--- src/rtl/mmio_io_controller_pkg.sv ---
// Shared definitions for the MMIO I/O controller: register indices and FSM states.
package mmio_io_controller_pkg;

    localparam logic [1:0] MMIO_INPUT  = 2'd0;
    localparam logic [1:0] MMIO_OUTPUT = 2'd1;
    localparam logic [1:0] MMIO_STATUS = 2'd2;
    localparam logic [1:0] MMIO_STALLS = 2'd3;

    typedef enum logic [1:0] {
        ST_IDLE    = 2'd0,
        ST_RD_WAIT = 2'd1,
        ST_WR_WAIT = 2'd2
    } state_t;

endpackage

--- src/rtl/mmio_io_controller_if.sv ---
// Core data-bus request/response plus the external input/output pin handshakes.
interface mmio_io_controller_if;
    logic [31:0] addr;
    logic [31:0] wdata;
    logic        we;
    logic        re;
    logic [31:0] rdata;
    logic        ready;
    logic [31:0] in_data;
    logic        in_valid;
    logic        in_ready;
    logic [31:0] out_data;
    logic        out_valid;
    logic        out_ready;

    modport master (
        output addr, wdata, we, re, in_data, in_valid, out_ready,
        input  rdata, ready, in_ready, out_data, out_valid
    );

    modport slave (
        input  addr, wdata, we, re, in_data, in_valid, out_ready,
        output rdata, ready, in_ready, out_data, out_valid
    );
endinterface

--- src/rtl/mmio_io_controller_io_input_fifo.sv ---
// Shallow input FIFO; no bypass, so a pushed word is visible at head from the next cycle.
module io_input_fifo #(
    parameter int DEPTH = 2,
    localparam int AW = $clog2(DEPTH),
    localparam int CW = AW + 1
) (
    input  logic          clk,
    input  logic          rst_n,
    input  logic          push_i,
    input  logic [31:0]   push_data_i,
    input  logic          pop_i,
    output logic [31:0]   head_o,
    output logic [CW-1:0] count_o,
    output logic          full_o,
    output logic          empty_o
);

    logic [31:0]   mem_q [DEPTH];
    logic [AW-1:0] wr_ptr_q, rd_ptr_q;
    logic [CW-1:0] count_q, count_d;
    logic          do_push, do_pop;

    assign full_o  = (count_q == CW'(DEPTH));
    assign empty_o = (count_q == '0);
    assign do_push = push_i & ~full_o;
    assign do_pop  = pop_i & ~empty_o;
    assign head_o  = mem_q[rd_ptr_q];
    assign count_o = count_q;
    assign count_d = count_q + CW'(do_push) - CW'(do_pop);

    // Storage array, written only on an accepted push.
    always_ff @(posedge clk) begin
        if (do_push) begin
            mem_q[wr_ptr_q] <= push_data_i;
        end
    end

    // Pointers and occupancy; DEPTH is a power of two so pointers wrap naturally.
    always_ff @(posedge clk or negedge rst_n) begin
        if (!rst_n) begin
            wr_ptr_q <= '0;
            rd_ptr_q <= '0;
            count_q  <= '0;
        end else begin
            if (do_push) wr_ptr_q <= wr_ptr_q + AW'(1);
            if (do_pop)  rd_ptr_q <= rd_ptr_q + AW'(1);
            count_q <= count_d;
        end
    end

endmodule

--- src/rtl/mmio_io_controller.sv ---
// MMIO I/O controller: register decode, input FIFO, output holding register,
// wait-state FSM and stall counter.
//
//   state      | meaning
//   -----------+--------------------------------------------------
//   ST_IDLE    | no request waiting
//   ST_RD_WAIT | INPUT read held off because the FIFO is empty
//   ST_WR_WAIT | OUTPUT write held off because the sink is busy
//
// The state is informational only; ready is derived from the live request.
module mmio_io_controller
    import mmio_io_controller_pkg::*;
#(
    parameter int IN_DEPTH = 2
) (
    input  logic               clk,
    input  logic               rst_n,
    mmio_io_controller_if.slave bus
);

    localparam int CW = $clog2(IN_DEPTH) + 1;
    localparam int SW = (CW < 3) ? CW : 3;

    logic [1:0]    idx;
    logic          wr_req, rd_req;
    logic          out_accept, wr_out, pop, push;
    logic          ready_c, stall_evt;
    logic [31:0]   fifo_head;
    logic [CW-1:0] fifo_count;
    logic          fifo_full, fifo_empty;
    logic [2:0]    count3;
    logic          unused_addr;

    logic [31:0]   out_data_q, out_data_d;
    logic          out_valid_q, out_valid_d;
    logic [31:0]   stall_q, stall_d;
    state_t        state_q, state_d;

    assign idx         = bus.addr[3:2];
    assign unused_addr = ^{bus.addr[31:4], bus.addr[1:0]};
    assign wr_req      = bus.we;
    assign rd_req      = bus.re & ~bus.we;
    assign out_accept  = ~out_valid_q | bus.out_ready;
    assign wr_out      = wr_req && (idx == MMIO_OUTPUT) && out_accept;
    assign pop         = rd_req && (idx == MMIO_INPUT) && ~fifo_empty;
    assign push        = bus.in_valid & ~fifo_full;
    assign count3      = 3'(fifo_count[SW-1:0]);

    io_input_fifo #(.DEPTH(IN_DEPTH)) u_fifo (
        .clk         (clk),
        .rst_n       (rst_n),
        .push_i      (push),
        .push_data_i (bus.in_data),
        .pop_i       (pop),
        .head_o      (fifo_head),
        .count_o     (fifo_count),
        .full_o      (fifo_full),
        .empty_o     (fifo_empty)
    );

    // Request completion: only INPUT reads and OUTPUT writes can wait.
    always_comb begin
        ready_c = 1'b1;
        if (wr_req) begin
            if (idx == MMIO_OUTPUT) ready_c = out_accept;
        end else if (rd_req) begin
            if (idx == MMIO_INPUT) ready_c = ~fifo_empty;
        end
    end

    assign stall_evt = (bus.re | bus.we) & ~ready_c;

    // Read data mux; zero when no load is requested or the FIFO is empty.
    always_comb begin
        bus.rdata = 32'd0;
        if (bus.re) begin
            case (idx)
                MMIO_INPUT:  bus.rdata = fifo_empty ? 32'd0 : fifo_head;
                MMIO_OUTPUT: bus.rdata = out_data_q;
                MMIO_STATUS: bus.rdata = {27'd0, count3, out_valid_q, ~fifo_empty};
                default:     bus.rdata = stall_q;
            endcase
        end
    end

    // Output holding register and stall counter next-state.
    always_comb begin
        out_data_d  = out_data_q;
        out_valid_d = out_valid_q;
        stall_d     = stall_q;
        if (wr_out) begin
            out_data_d  = bus.wdata;
            out_valid_d = 1'b1;
        end else if (out_valid_q && bus.out_ready) begin
            out_valid_d = 1'b0;
        end
        if (wr_req && (idx == MMIO_STALLS)) begin
            stall_d = 32'd0;
        end else if (stall_evt && (stall_q != 32'hFFFF_FFFF)) begin
            stall_d = stall_q + 32'd1;
        end
    end

    // FSM next state.
    always_comb begin
        state_d = state_q;
        case (state_q)
            ST_IDLE: begin
                if (rd_req && (idx == MMIO_INPUT) && fifo_empty)
                    state_d = ST_RD_WAIT;
                else if (wr_req && (idx == MMIO_OUTPUT) && ~out_accept)
                    state_d = ST_WR_WAIT;
            end
            ST_RD_WAIT: begin
                if (~fifo_empty || ~(rd_req && (idx == MMIO_INPUT)))
                    state_d = ST_IDLE;
            end
            ST_WR_WAIT: begin
                if (out_accept || ~(wr_req && (idx == MMIO_OUTPUT)))
                    state_d = ST_IDLE;
            end
            default: state_d = ST_IDLE;
        endcase
    end

    // State registers.
    always_ff @(posedge clk or negedge rst_n) begin
        if (!rst_n) begin
            out_data_q  <= 32'd0;
            out_valid_q <= 1'b0;
            stall_q     <= 32'd0;
            state_q     <= ST_IDLE;
        end else begin
            out_data_q  <= out_data_d;
            out_valid_q <= out_valid_d;
            stall_q     <= stall_d;
            state_q     <= state_d;
        end
    end

    assign bus.ready     = ready_c;
    assign bus.in_ready  = ~fifo_full;
    assign bus.out_data  = out_data_q;
    assign bus.out_valid = out_valid_q;

endmodule
--- src/flat_wrapper.sv ---
// flat-port wrapper written by rule: the top's interface ports become plain ports
module mmio_io_controller_flat import mmio_io_controller_pkg::*;
#(
    parameter int IN_DEPTH = 2
)
  (clk, rst_n, bus_addr, bus_wdata, bus_we, bus_re, bus_in_data, bus_in_valid, bus_out_ready, bus_rdata, bus_ready, bus_in_ready, bus_out_data, bus_out_valid);
  mmio_io_controller_if bus_i ();
  input  logic clk;
  input  logic rst_n;
  input wire logic [$bits(bus_i.addr)-1:0] bus_addr;
  input wire logic [$bits(bus_i.wdata)-1:0] bus_wdata;
  input wire logic [$bits(bus_i.we)-1:0] bus_we;
  input wire logic [$bits(bus_i.re)-1:0] bus_re;
  input wire logic [$bits(bus_i.in_data)-1:0] bus_in_data;
  input wire logic [$bits(bus_i.in_valid)-1:0] bus_in_valid;
  input wire logic [$bits(bus_i.out_ready)-1:0] bus_out_ready;
  output wire logic [$bits(bus_i.rdata)-1:0] bus_rdata;
  output wire logic [$bits(bus_i.ready)-1:0] bus_ready;
  output wire logic [$bits(bus_i.in_ready)-1:0] bus_in_ready;
  output wire logic [$bits(bus_i.out_data)-1:0] bus_out_data;
  output wire logic [$bits(bus_i.out_valid)-1:0] bus_out_valid;
  assign bus_i.addr = bus_addr;
  assign bus_i.wdata = bus_wdata;
  assign bus_i.we = bus_we;
  assign bus_i.re = bus_re;
  assign bus_i.in_data = bus_in_data;
  assign bus_i.in_valid = bus_in_valid;
  assign bus_i.out_ready = bus_out_ready;
  assign bus_rdata = bus_i.rdata;
  assign bus_ready = bus_i.ready;
  assign bus_in_ready = bus_i.in_ready;
  assign bus_out_data = bus_i.out_data;
  assign bus_out_valid = bus_i.out_valid;
  mmio_io_controller #(.IN_DEPTH(IN_DEPTH)) u_core (.clk(clk), .rst_n(rst_n), .bus(bus_i));
endmodule
--- config.mk ---
export PLATFORM = sky130hd
export DESIGN_NAME = mmio_io_controller_flat
export DESIGN_NICKNAME = d
export VERILOG_FILES = /design/src/rtl/mmio_io_controller_pkg.sv /design/src/rtl/mmio_io_controller_if.sv /design/src/rtl/mmio_io_controller_io_input_fifo.sv /design/src/rtl/mmio_io_controller.sv /design/src/flat_wrapper.sv
export SDC_FILE = /design/constraint.sdc
export NUM_CORES = 1
export LEC_CHECK = 0
export CAP_MARGIN = 25
export CORE_MARGIN = 4
export CORE_UTILIZATION = 50
export CTS_BUF_LIST = sky130_fd_sc_hd__clkbuf_4
export CTS_CLUSTER_DIAMETER = 30
export DETAILED_ROUTE_END_ITERATION = 7
export PLACE_DENSITY = 0.9
export SETUP_SLACK_MARGIN = 0.2
export SYNTH_ARGS = -nofsm -noshare
export SYNTH_HDL_FRONTEND = slang
export SYNTH_SLANG_ARGS = --single-unit
--- constraint.sdc ---
create_clock -name clk -period 2.9 [get_ports clk]
set_input_delay 0.435 -clock clk [delete_from_list [all_inputs] [get_ports clk]]
set_output_delay 0.435 -clock clk [all_outputs]
set_load 0.05 [all_outputs]
Word level (Yosys, flattened, before mapping). Memory sizes are Yosys's and may differ from the RTL's. Cells that the tools add are included.

Register bits: 69. Bits in writable memories: 64. Output and inout port bits: 67. Logic and storage cells: 53. Memories: 1.

Memory list: u_core.u_fifo.mem_q (depth 2, width 32, rd ports 1, clocked after Yosys merged registers in 0, wr ports 1, line mmio_io_controller_io_input_fifo.sv:18) `logic [31:0] mem_q [DEPTH];`.

Add/sub/neg operators: 5. Equality and inequality tests: 5. Muxes and demuxes: 13. Bitwise logic cells: 12. Reduce and logical (&&, ||, !) cells: 11.

Operators with widths (count): $mux W32 (4); $pmux W32 S3 (1); $add A32 B1 Y32 const B (1); $ne A32 B32 Y1 const B (1); $mux W1 (8); $logic_and A1 B1 Y1 (7); $eq A2 B2 Y1 const B (3); $and A1 B1 Y1 (5); $not A1 Y1 (5); $logic_not A2 Y1 (2); $reduce_bool A2 Y1 (2); $add A1 B1 Y1 const B (2); $add A2 B1 Y2 (1); $eq A2 B1 Y1 const B (1); $or A1 B1 Y1 (2); $sub A2 B1 Y2 (1).

Longest topological paths before layout. Gate-level depths: netlist of run 1.

Word-level depth: 10. Gate-level depth with buffers: 8. Depth with buffers taken out: 8.

By module. From an unflattened synthesis of run 1, not the netlist that was laid out.

Cell total of the unflattened synthesis: 558. Area, all modules: 6582.6 um2.

Modules (own cells, without submodules): mmio_io_controller (instances 1, cells each 440, area each 3920.0 um2, sequential area each 1626.6 um2); io_input_fifo (instances 1, cells each 118, area each 2662.6 um2, sequential area each 2021.9 um2).

Least setup slack after synthesis of run 1. Ideal clock, no wire load.

Path type: register to register. Start point: register u_core.u_fifo.count_q[0] (netlist: u_core.u_fifo.count_o[0]). End point: memory u_core.u_fifo.mem_q[0][0] (enable). Setup time: 421 ps. Arrival time: 2432 ps. Data required time: 2479 ps. Slack: 47 ps. Stages on the path, launching flop included: 4. Path buffers: 0. Period minus slack after synthesis: 2853 ps. Cells stage by stage: dfrtp_1 nand2b_1 nand2_1 nor2_1.

Word-level cells in the longest chain between the ends: 6.

Ends and longest elaborated chain: start: declaration (line mmio_io_controller_io_input_fifo.sv:20) `logic [CW-1:0] count_q, count_d;`; start signal: assignment (line mmio_io_controller_io_input_fifo.sv:47) `count_q <= count_d;`; $eq A2 B2 Y1 * (line mmio_io_controller_io_input_fifo.sv:23) `assign full_o = (count_q == CW'(DEPTH));`; $not A1 Y1 *; net bus_in_ready (line flat_wrapper.sv:19) `output wire logic [$bits(bus_i.in_ready)-1:0] bus_in_ready;`; $and A1 B1 Y1 (line mmio_io_controller.sv:46) `assign push = bus.in_valid & ~fifo_full;`; $and A1 B1 Y1 * (line mmio_io_controller_io_input_fifo.sv:25) `assign do_push = push_i & ~full_o;`; $mux W1 * (line mmio_io_controller_io_input_fifo.sv:33) `if (do_push) begin`; $mux W1 (not written as such) * (line mmio_io_controller_io_input_fifo.sv:34) `mem_q[wr_ptr_q] <= push_data_i;`; end: declaration (line mmio_io_controller_io_input_fifo.sv:18).

The timed path passes the listed nets; every way through them passes the cells marked *.

Final worst setup path of run 1.
Start point: register u_core.u_fifo.count_q[1] (netlist: u_core.u_fifo.count_o[1]). End point: output bus_ready.

Word-level cells in the longest chain between the ends: 5.

Ends and longest elaborated chain: $logic_not A2 Y1 (line mmio_io_controller_io_input_fifo.sv:24) `assign empty_o = (count_q == '0);`; $not A1 Y1 (line mmio_io_controller.sv:67) `if (idx == MMIO_INPUT) ready_c = ~fifo_empty;`; $mux W1 (line mmio_io_controller.sv:67); $mux W1 (line mmio_io_controller.sv:66) `end else if (rd_req) begin`; $mux W1 (line mmio_io_controller.sv:64) `if (wr_req) begin`; end: declaration (line flat_wrapper.sv:18) `output wire logic [$bits(bus_i.ready)-1:0] bus_ready;`.

Every way passes these cells.

==> results of run 1 <==
==> worst reg2reg max path: cells and delay by family, from the launching register on <==
kind | cells | cell delay, ns
buf+inv | 4 | 0.60
flops | 1 | 0.45
compound gates | 3 | 0.74
simple gates | 2 | 0.86
==> final timing paths <==
check | end | slack [ns] | cells past startpoint
max | bus_ready | 0.15 | 6
max in group asynchronous | u_core.stall_q[25] | 1.56 | 3
min reg2reg | u_core.u_fifo.wr_ptr_q | 0.54 | 1
min in group asynchronous | u_core.bus.out_data[0] | 0.49 | 2
max reg2reg | u_core.stall_q[4] | 0.15 | 9
min | u_core.u_fifo.mem_q[1][19] | 0.43 | 1
==> layout make-up <==
type	instances	area, µm²
Sequential cell	133	3650
Fill cell	693	3310
Multi-Input combinational cell	348	2560
Timing Repair Buffer	176	2070
Tap cell	168	210
Clock inverter	15	201
Clock buffer	17	128
Inverter	7	28.8
Antenna cell	1	2.50
==> registers in the layout, summed over array words and instances, names as in the netlist <==
| register | count |
|---|---|
| u_core.u_fifo.rd_ptr_q | 1 |
| u_core.bus.out_valid | 1 |
| u_core.stall_q | 32 |
| u_core.u_fifo.count_o | 2 |
| u_core.u_fifo.mem_q | 64 |
| u_core.bus.out_data | 32 |
| u_core.u_fifo.wr_ptr_q | 1 |
==> metrics by stage <==
| step | instance area [µm²] | setup slack [ns] | setup TNS, ns | total power, mW |
|---|---|---|---|---|
| finish | 8850 | 0.154 | 0 | 6.29 |
| global route | 8850 | 0.111 | 0 | 6.51 |
| CTS | 8720 | 0.174 | 0 | 6.17 |
| detailed placement | 8330 | -0.0464 | -0.0874 | 4.67 |
| global placement | 8330 | -0.000913 | -0.000913 | 4.59 |
| floorplan | 6310 | 0.329 | 0 | 3.76 |
==> cell usage after synthesis, types with 3 or more instances <==
library cell   n
a211o_1        5
a21oi_1       16
a31oi_1        3
and2_1         4
and3_1        10
buf_1          8
buf_2          3
clkbuf_1      24
dfrtp_1       69
edfxtp_1      64
ha_1           3
inv_1          6
mux2_2        36
mux2i_1       33
nand2_1       23
nand2b_1       4
nand3_1       20
nand4_1       11
nor2_1        15
nor3_1        10
nor4_1         7
o211a_1       30
o211ai_1       3
o21ai_0       59
o22ai_1        3
o31ai_1        8
or3_1          8
or4_1         10
xnor2_1        3
==> per-layer routing <==
metal | vias up | share of wire (%)
li1 | 2347 | -
met3 | 135 | 11
met1 | 2706 | 36
met5 | - | 0
met2 | 486 | 48
met4 | 0 | 5.3
==> cell families after synthesis <==
group / count (synthesis) / share of synthesized area, %
AO/OA/AOI/OAI: 140 / 15.2
XOR/XNOR: 5 / 0.694
adder cells (fa/ha/maj): 3 / 0.595
buffers and inverters: 42 / 2.60
flip-flops: 133 / 57.8
multiplexers: 69 / 11.7
AND/OR/NAND/NOR: 131 / 11.4
==> power by group <==
part,switching (mW),internal [mW],leakage (nW)
Sequential,0.215,2.36,1.48
Combinational,1.33,0.938,2.02
Clock,0.756,0.689,0.169
==> repair_timing <==
item,CTS,global route
endpoints found under the setup margin,32,30
pin swaps,0,3
buffers inserted,3,3
gates resized for setup,11,23
endpoints found under the hold margin,30,0
hold buffers,1,0
gates cloned,0,2
==> flow_metrics.env, run 1 <==
export IMPL_grt_antenna_before_repair=1
export IMPL_ys_types=46
export IMPL_routed_wirelength_mm=20.7
export IMPL_powerDensity_nw_per_um2=711
export IMPL_ys_ff_latch=133
export IMPL_synth_fp_nets=628
export IMPL_dp_cells=823
export IMPL_grt_overflow=0
export IMPL_use_met1_pct=32.9
export IMPL_fin_crit_sh_pct=94.7
export IMPL_worst_path_buf_inv=4
export IMPL_peakVddDrop_mv=0.443
export IMPL_cts_buffers=17
export IMPL_timing_rr_start="u_core.u_fifo.count_o[1]"
export IMPL_clockBufferDepth=2
export IMPL_worstSetupEndpointType="primary output"
export IMPL_place_hpwl_mm=12.5
export IMPL_cp_start_kind="register"
export IMPL_vias=5674
export IMPL_leakage_nw=3.66
export IMPL_finalNetCount=788
export IMPL_viasPerCell=6.56
export IMPL_area_growth_pct=40.3
export IMPL_top_usage_layer="met2"
export IMPL_drive_gt1_share_pct=23.3
export IMPL_fin_worst_skew_ns=0.0163
export IMPL_startpoint="u_core.u_fifo.count_o[1]"
export IMPL_clock_sinks=133
export IMPL_cp_slowest_cell="or4_4"
export IMPL_critPathKind="reg2out"
export IMPL_synth_edf_count=64
export IMPL_io_pin_count=169
export IMPL_setup_violations=0
export IMPL_rsz0062_at_grt="true"
export IMPL_grt_use_met2_pct=43.8
export IMPL_layout_common_cells="clkdlybuf4s50_1, dfrtp_1, edfxtp_1, o21ai_0, mux2_2"
export IMPL_cp_max_fo=8
export IMPL_insertion_delay_ns=0.58
export IMPL_worst_pin_slew_ns=0.809
export IMPL_yosysSeqAreaShare_pct=57.8
export IMPL_place_gp_congestion=0.934
export IMPL_synth_area_per_cell_um2=12.1
export IMPL_yosysTopAreaCellShare_pct=30.5
export IMPL_hp_start="bus_in_data[19]"
export IMPL_drtPass1Iterations=7
export IMPL_wl_per_cell_um=23.9
export IMPL_layout_commonest_cell="clkdlybuf4s50_1"
export IMPL_final_antenna_net_count=0
export IMPL_ys_top_cells_by_area="edfxtp_1, dfrtp_1, mux2_2, mux2i_1, o211a_1"
export IMPL_die_h_um=120
export IMPL_clkTransAtPathRegs_ns=0.13
export IMPL_yosysTopAreaCell="edfxtp_1"
export IMPL_htree_levels=4
export IMPL_status="finished clean"
export IMPL_synth_area_um2=6310
export IMPL_die_w_um=120
export IMPL_hold_viol_final=0
export IMPL_io_buffers=138
export IMPL_worst_ep_required_time_ns=2.47
export IMPL_grt_max_degree=34
export IMPL_ys_flop_type="dfrtp_1"
export IMPL_drc=0
export IMPL_slew_viol_final=0
export IMPL_initial_core_util_pct=51.9
export IMPL_use_met3_pct=6.22
export IMPL_period_minus_slack_ns=2.75
export IMPL_max_cap_violations=0
export IMPL_drt_initial_drc_count=804
export IMPL_rows=40
export IMPL_core_area_um2=12200
export IMPL_yosysWarningCount=0
export IMPL_path_cells="buf_4, or4_4, o22ai_4, inv_4, buf_4, buf_4"
export IMPL_grt_pass1_vias=5590
export IMPL_cts_root_buf="clkbuf_4"
export IMPL_min_path_type="in2reg"
export IMPL_finish_utilization_pct=72.8
export IMPL_async_flop_share_pct=51.9
export IMPL_worst_ep_arrival_time_ns=2.31
export IMPL_cts_tree="done"
export IMPL_slowest_delay_ns=0.52
export IMPL_dieArea_um2=14500
export IMPL_slew_headroom_pct=46.1
export IMPL_grt_usage_pct=26.5
export IMPL_whs_ns=0.429
export IMPL_syn_inst=523
export IMPL_cpMostUsedCell="buf_4"
export IMPL_fin_cells=865
export IMPL_grt_pass1_wl_mm=29.9
export IMPL_fmax_mhz=364
export IMPL_crit_family="buffers and inverters"
No activity file was read; power rests on OpenSTA's default activity.
==> inputs of run 2 (changes only) <==
--- a/config.mk
+++ b/config.mk
@@ -5,7 +5,6 @@
 export SDC_FILE = /design/constraint.sdc
 export NUM_CORES = 1
 export LEC_CHECK = 0
-export CAP_MARGIN = 25
 export CORE_MARGIN = 4
 export CORE_UTILIZATION = 50
 export CTS_BUF_LIST = sky130_fd_sc_hd__clkbuf_4
==> results of run 2 <==
Final layout, timing and power as in run 1 (identical DEF).
==> inputs of run 3 (changes only) <==
--- a/config.mk
+++ b/config.mk
@@ -5,7 +5,7 @@
 export SDC_FILE = /design/constraint.sdc
 export NUM_CORES = 1
 export LEC_CHECK = 0
-export CORE_MARGIN = 4
+export CORE_MARGIN = 1.5
 export CORE_UTILIZATION = 50
 export CTS_BUF_LIST = sky130_fd_sc_hd__clkbuf_4
 export CTS_CLUSTER_DIAMETER = 30
==> run 3 against run 2 <==
Worst setup slack better by 0.0041 ns. Clock power about the same. Global-route usage up 2.6 points. Clock-buffer cell count up 1. Clock skew about the same. Critical path depth up 1. Combinational power about the same. Sequential power about the same. Critical path type is now in2out. Largest cell class unchanged. Highest routed layer unchanged.
==> flow_metrics.env, run 3 (synthesis results as in run 1) <==
export IMPL_status="finished clean"
export IMPL_wl_per_cell_um=21.7
export IMPL_cp_start_kind="input port"
export IMPL_die_h_um=115
export IMPL_viasPerCell=6.33
export IMPL_io_pin_count=169
export IMPL_drc=0
export IMPL_layout_commonest_cell="clkdlybuf4s50_1"
export IMPL_drive_gt1_share_pct=22.3
export IMPL_hold_viol_final=0
export IMPL_finalNetCount=786
export IMPL_grt_max_degree=70
export IMPL_worst_pin_slew_ns=0.920
export IMPL_grt_antenna_before_repair=1
export IMPL_dieArea_um2=13300
export IMPL_leakage_nw=3.63
export IMPL_fin_crit_sh_pct=94.5
export IMPL_clock_sinks=133
export IMPL_worst_ep_required_time_ns=2.47
export IMPL_startpoint="bus_addr[2]"
export IMPL_finalPower_mw=6.30
export IMPL_dp_cells=821
export IMPL_drtPass1Iterations=8
export IMPL_worstSetupEndpointType="primary output"
export IMPL_cts_tree="done"
export IMPL_r2r_end="u_core.stall_q[3]"
export IMPL_top_register="u_core.u_fifo.mem_q"
export IMPL_min_path_type="in2async"
export IMPL_fin_worst_skew_ns=0.0163
export IMPL_critPathKind="in2out"
export IMPL_final_antenna_net_count=0
export IMPL_drt_initial_drc_count=706
export IMPL_cts_root_buf="clkbuf_4"
export IMPL_powerDensity_nw_per_um2=714
export IMPL_fmax_mhz=365
export IMPL_grt_pass1_vias=5429
export IMPL_peakVddDrop_mv=0.495
export IMPL_reg2regPathDepth=9
export IMPL_rsz0062_at_grt="true"
export IMPL_layout_common_cells="clkdlybuf4s50_1, dfrtp_1, edfxtp_1, o21ai_0"
export IMPL_r2r_slack_ns=0.25
export IMPL_clkTransAtPathRegs_ns=0.12
export IMPL_largest_reg_flops=64
export IMPL_fin_cells=863
export IMPL_worst_ep_arrival_time_ns=2.31
export IMPL_grt_usage_pct=29.1
export IMPL_rows=40
export IMPL_cp_max_fo=12
export IMPL_cts_buffers=17
export IMPL_area_growth_pct=39.9
export IMPL_routed_wirelength_mm=18.8
export IMPL_grt_overflow=0
export IMPL_core_area_um2=12200
export IMPL_max_cap_violations=0
export IMPL_setup_violations=0
export IMPL_die_w_um=115
export IMPL_grt_pass1_wl_mm=29.1
export IMPL_place_hpwl_mm=12.2
export IMPL_insertion_delay_ns=0.55
export IMPL_timing_rr_start="u_core.u_fifo.count_o[1]"
export IMPL_vias=5460
export IMPL_initial_core_util_pct=51.9
export IMPL_slew_viol_final=0
export IMPL_fillers=708
export IMPL_slew_headroom_pct=38.6
export IMPL_clockBufferDepth=2
export IMPL_period_minus_slack_ns=2.74
export IMPL_io_buffers=138
export IMPL_place_gp_congestion=0.913
export IMPL_htree_levels=4
export IMPL_postCtsHoldBufs=0
-- run 3: changes by cell type in the layout (fill, tap and decap cells not counted), sizes merged --
cell | before | now
clkdlybuf4s50 | 102 | 104
bufinv | 4 | 5
clkbuf | 19 | 18
buf | 69 | 70
clkinv | 4 | 6
dlygate4sd3 | 1 | 0
inv | 11 | 8
dlymetal6s2s | 2 | 0
clkinvlp | 3 | 2
-- run 3: routing by layer --
metal | vias to the layer above | GRT usage [%] | share of wire [%]
li1 | 2353 | - | -
met1 | 2684 | 36.2 | 36
met2 | 352 | 48.9 | 51
met3 | 71 | 6.38 | 9.5
met4 | 0 | 13.0 | 3.7
met5 | - | 0 | 0
-- run 3: final cells by class --
class / count / area [µm²] / share of cell area (%)
inverter: 7 / 28.8 / 0.326
clock inverter: 14 / 208 / 2.35
multi-input combinational: 348 / 2560 / 29.0
tap: 168 / 210 / 2.38
clock buffer: 18 / 135 / 1.53
sequential: 133 / 3650 / 41.4
antenna: 1 / 2.50 / 0.0283
timing repair buffer: 174 / 2030 / 23.0
-- run 3: power breakdown --
part           switching [mW]  internal (mW)  total (mW)
sequential              0.209           2.36        2.57
combinational            1.32          0.954        2.27
clock                   0.686          0.774        1.46
total                    2.21           4.09        6.30
-- run 3: timing repair --
item                       in CTS  in global routing
pin swaps                       0                  1
gates resized for setup        11                 16
setup endpoints to repair      32                 24
buffers inserted                3                  6
-- run 3: how the worst max path moves through the flow --
stage / slack, ns / depth (start not counted) / endpoint
after CTS: 0.19 / 6 / bus_ready
after floorplan: 0.33 / 6 / u_core.stall_q[19]
final: 0.16 / 7 / bus_rdata[31]
after global placement: 0.01 / 7 / u_core.stall_q[19]
after global routing: 0.13 / 7 / bus_rdata[31]
after detailed placement: -0.09 / 7 / u_core.stall_q[19]
-- run 3: critical path, stage by stage --
cell and delay, ns:
clkdlybuf4s50_1 0.43, buf_4 0.17, or3_4 0.40, buf_4 0.21
o21ai_0 0.27, o211a_1 0.25, buf_12 0.14
-- run 3: stage by stage --
| step | cell area (µm²) | TNS, ns | setup WS, ns | hold WS (ns) | util [%] |
|---|---|---|---|---|---|
| 6_report | 8830 | 0 | 0.158 | 0.102 | 72.6 |
| 3_3_place_gp | 8330 | 0 | 0.0113 | 0.494 | 68.5 |
| 3_5_place_dp | 8330 | -0.244 | -0.0916 | 0.520 | 68.5 |
| 4_1_cts | 8720 | 0 | 0.186 | 0.120 | 71.7 |
| 5_1_grt | 8830 | 0 | 0.130 | 0.140 | 72.6 |
| 2_1_floorplan | 6310 | 0 | 0.329 | 0.139 | - |
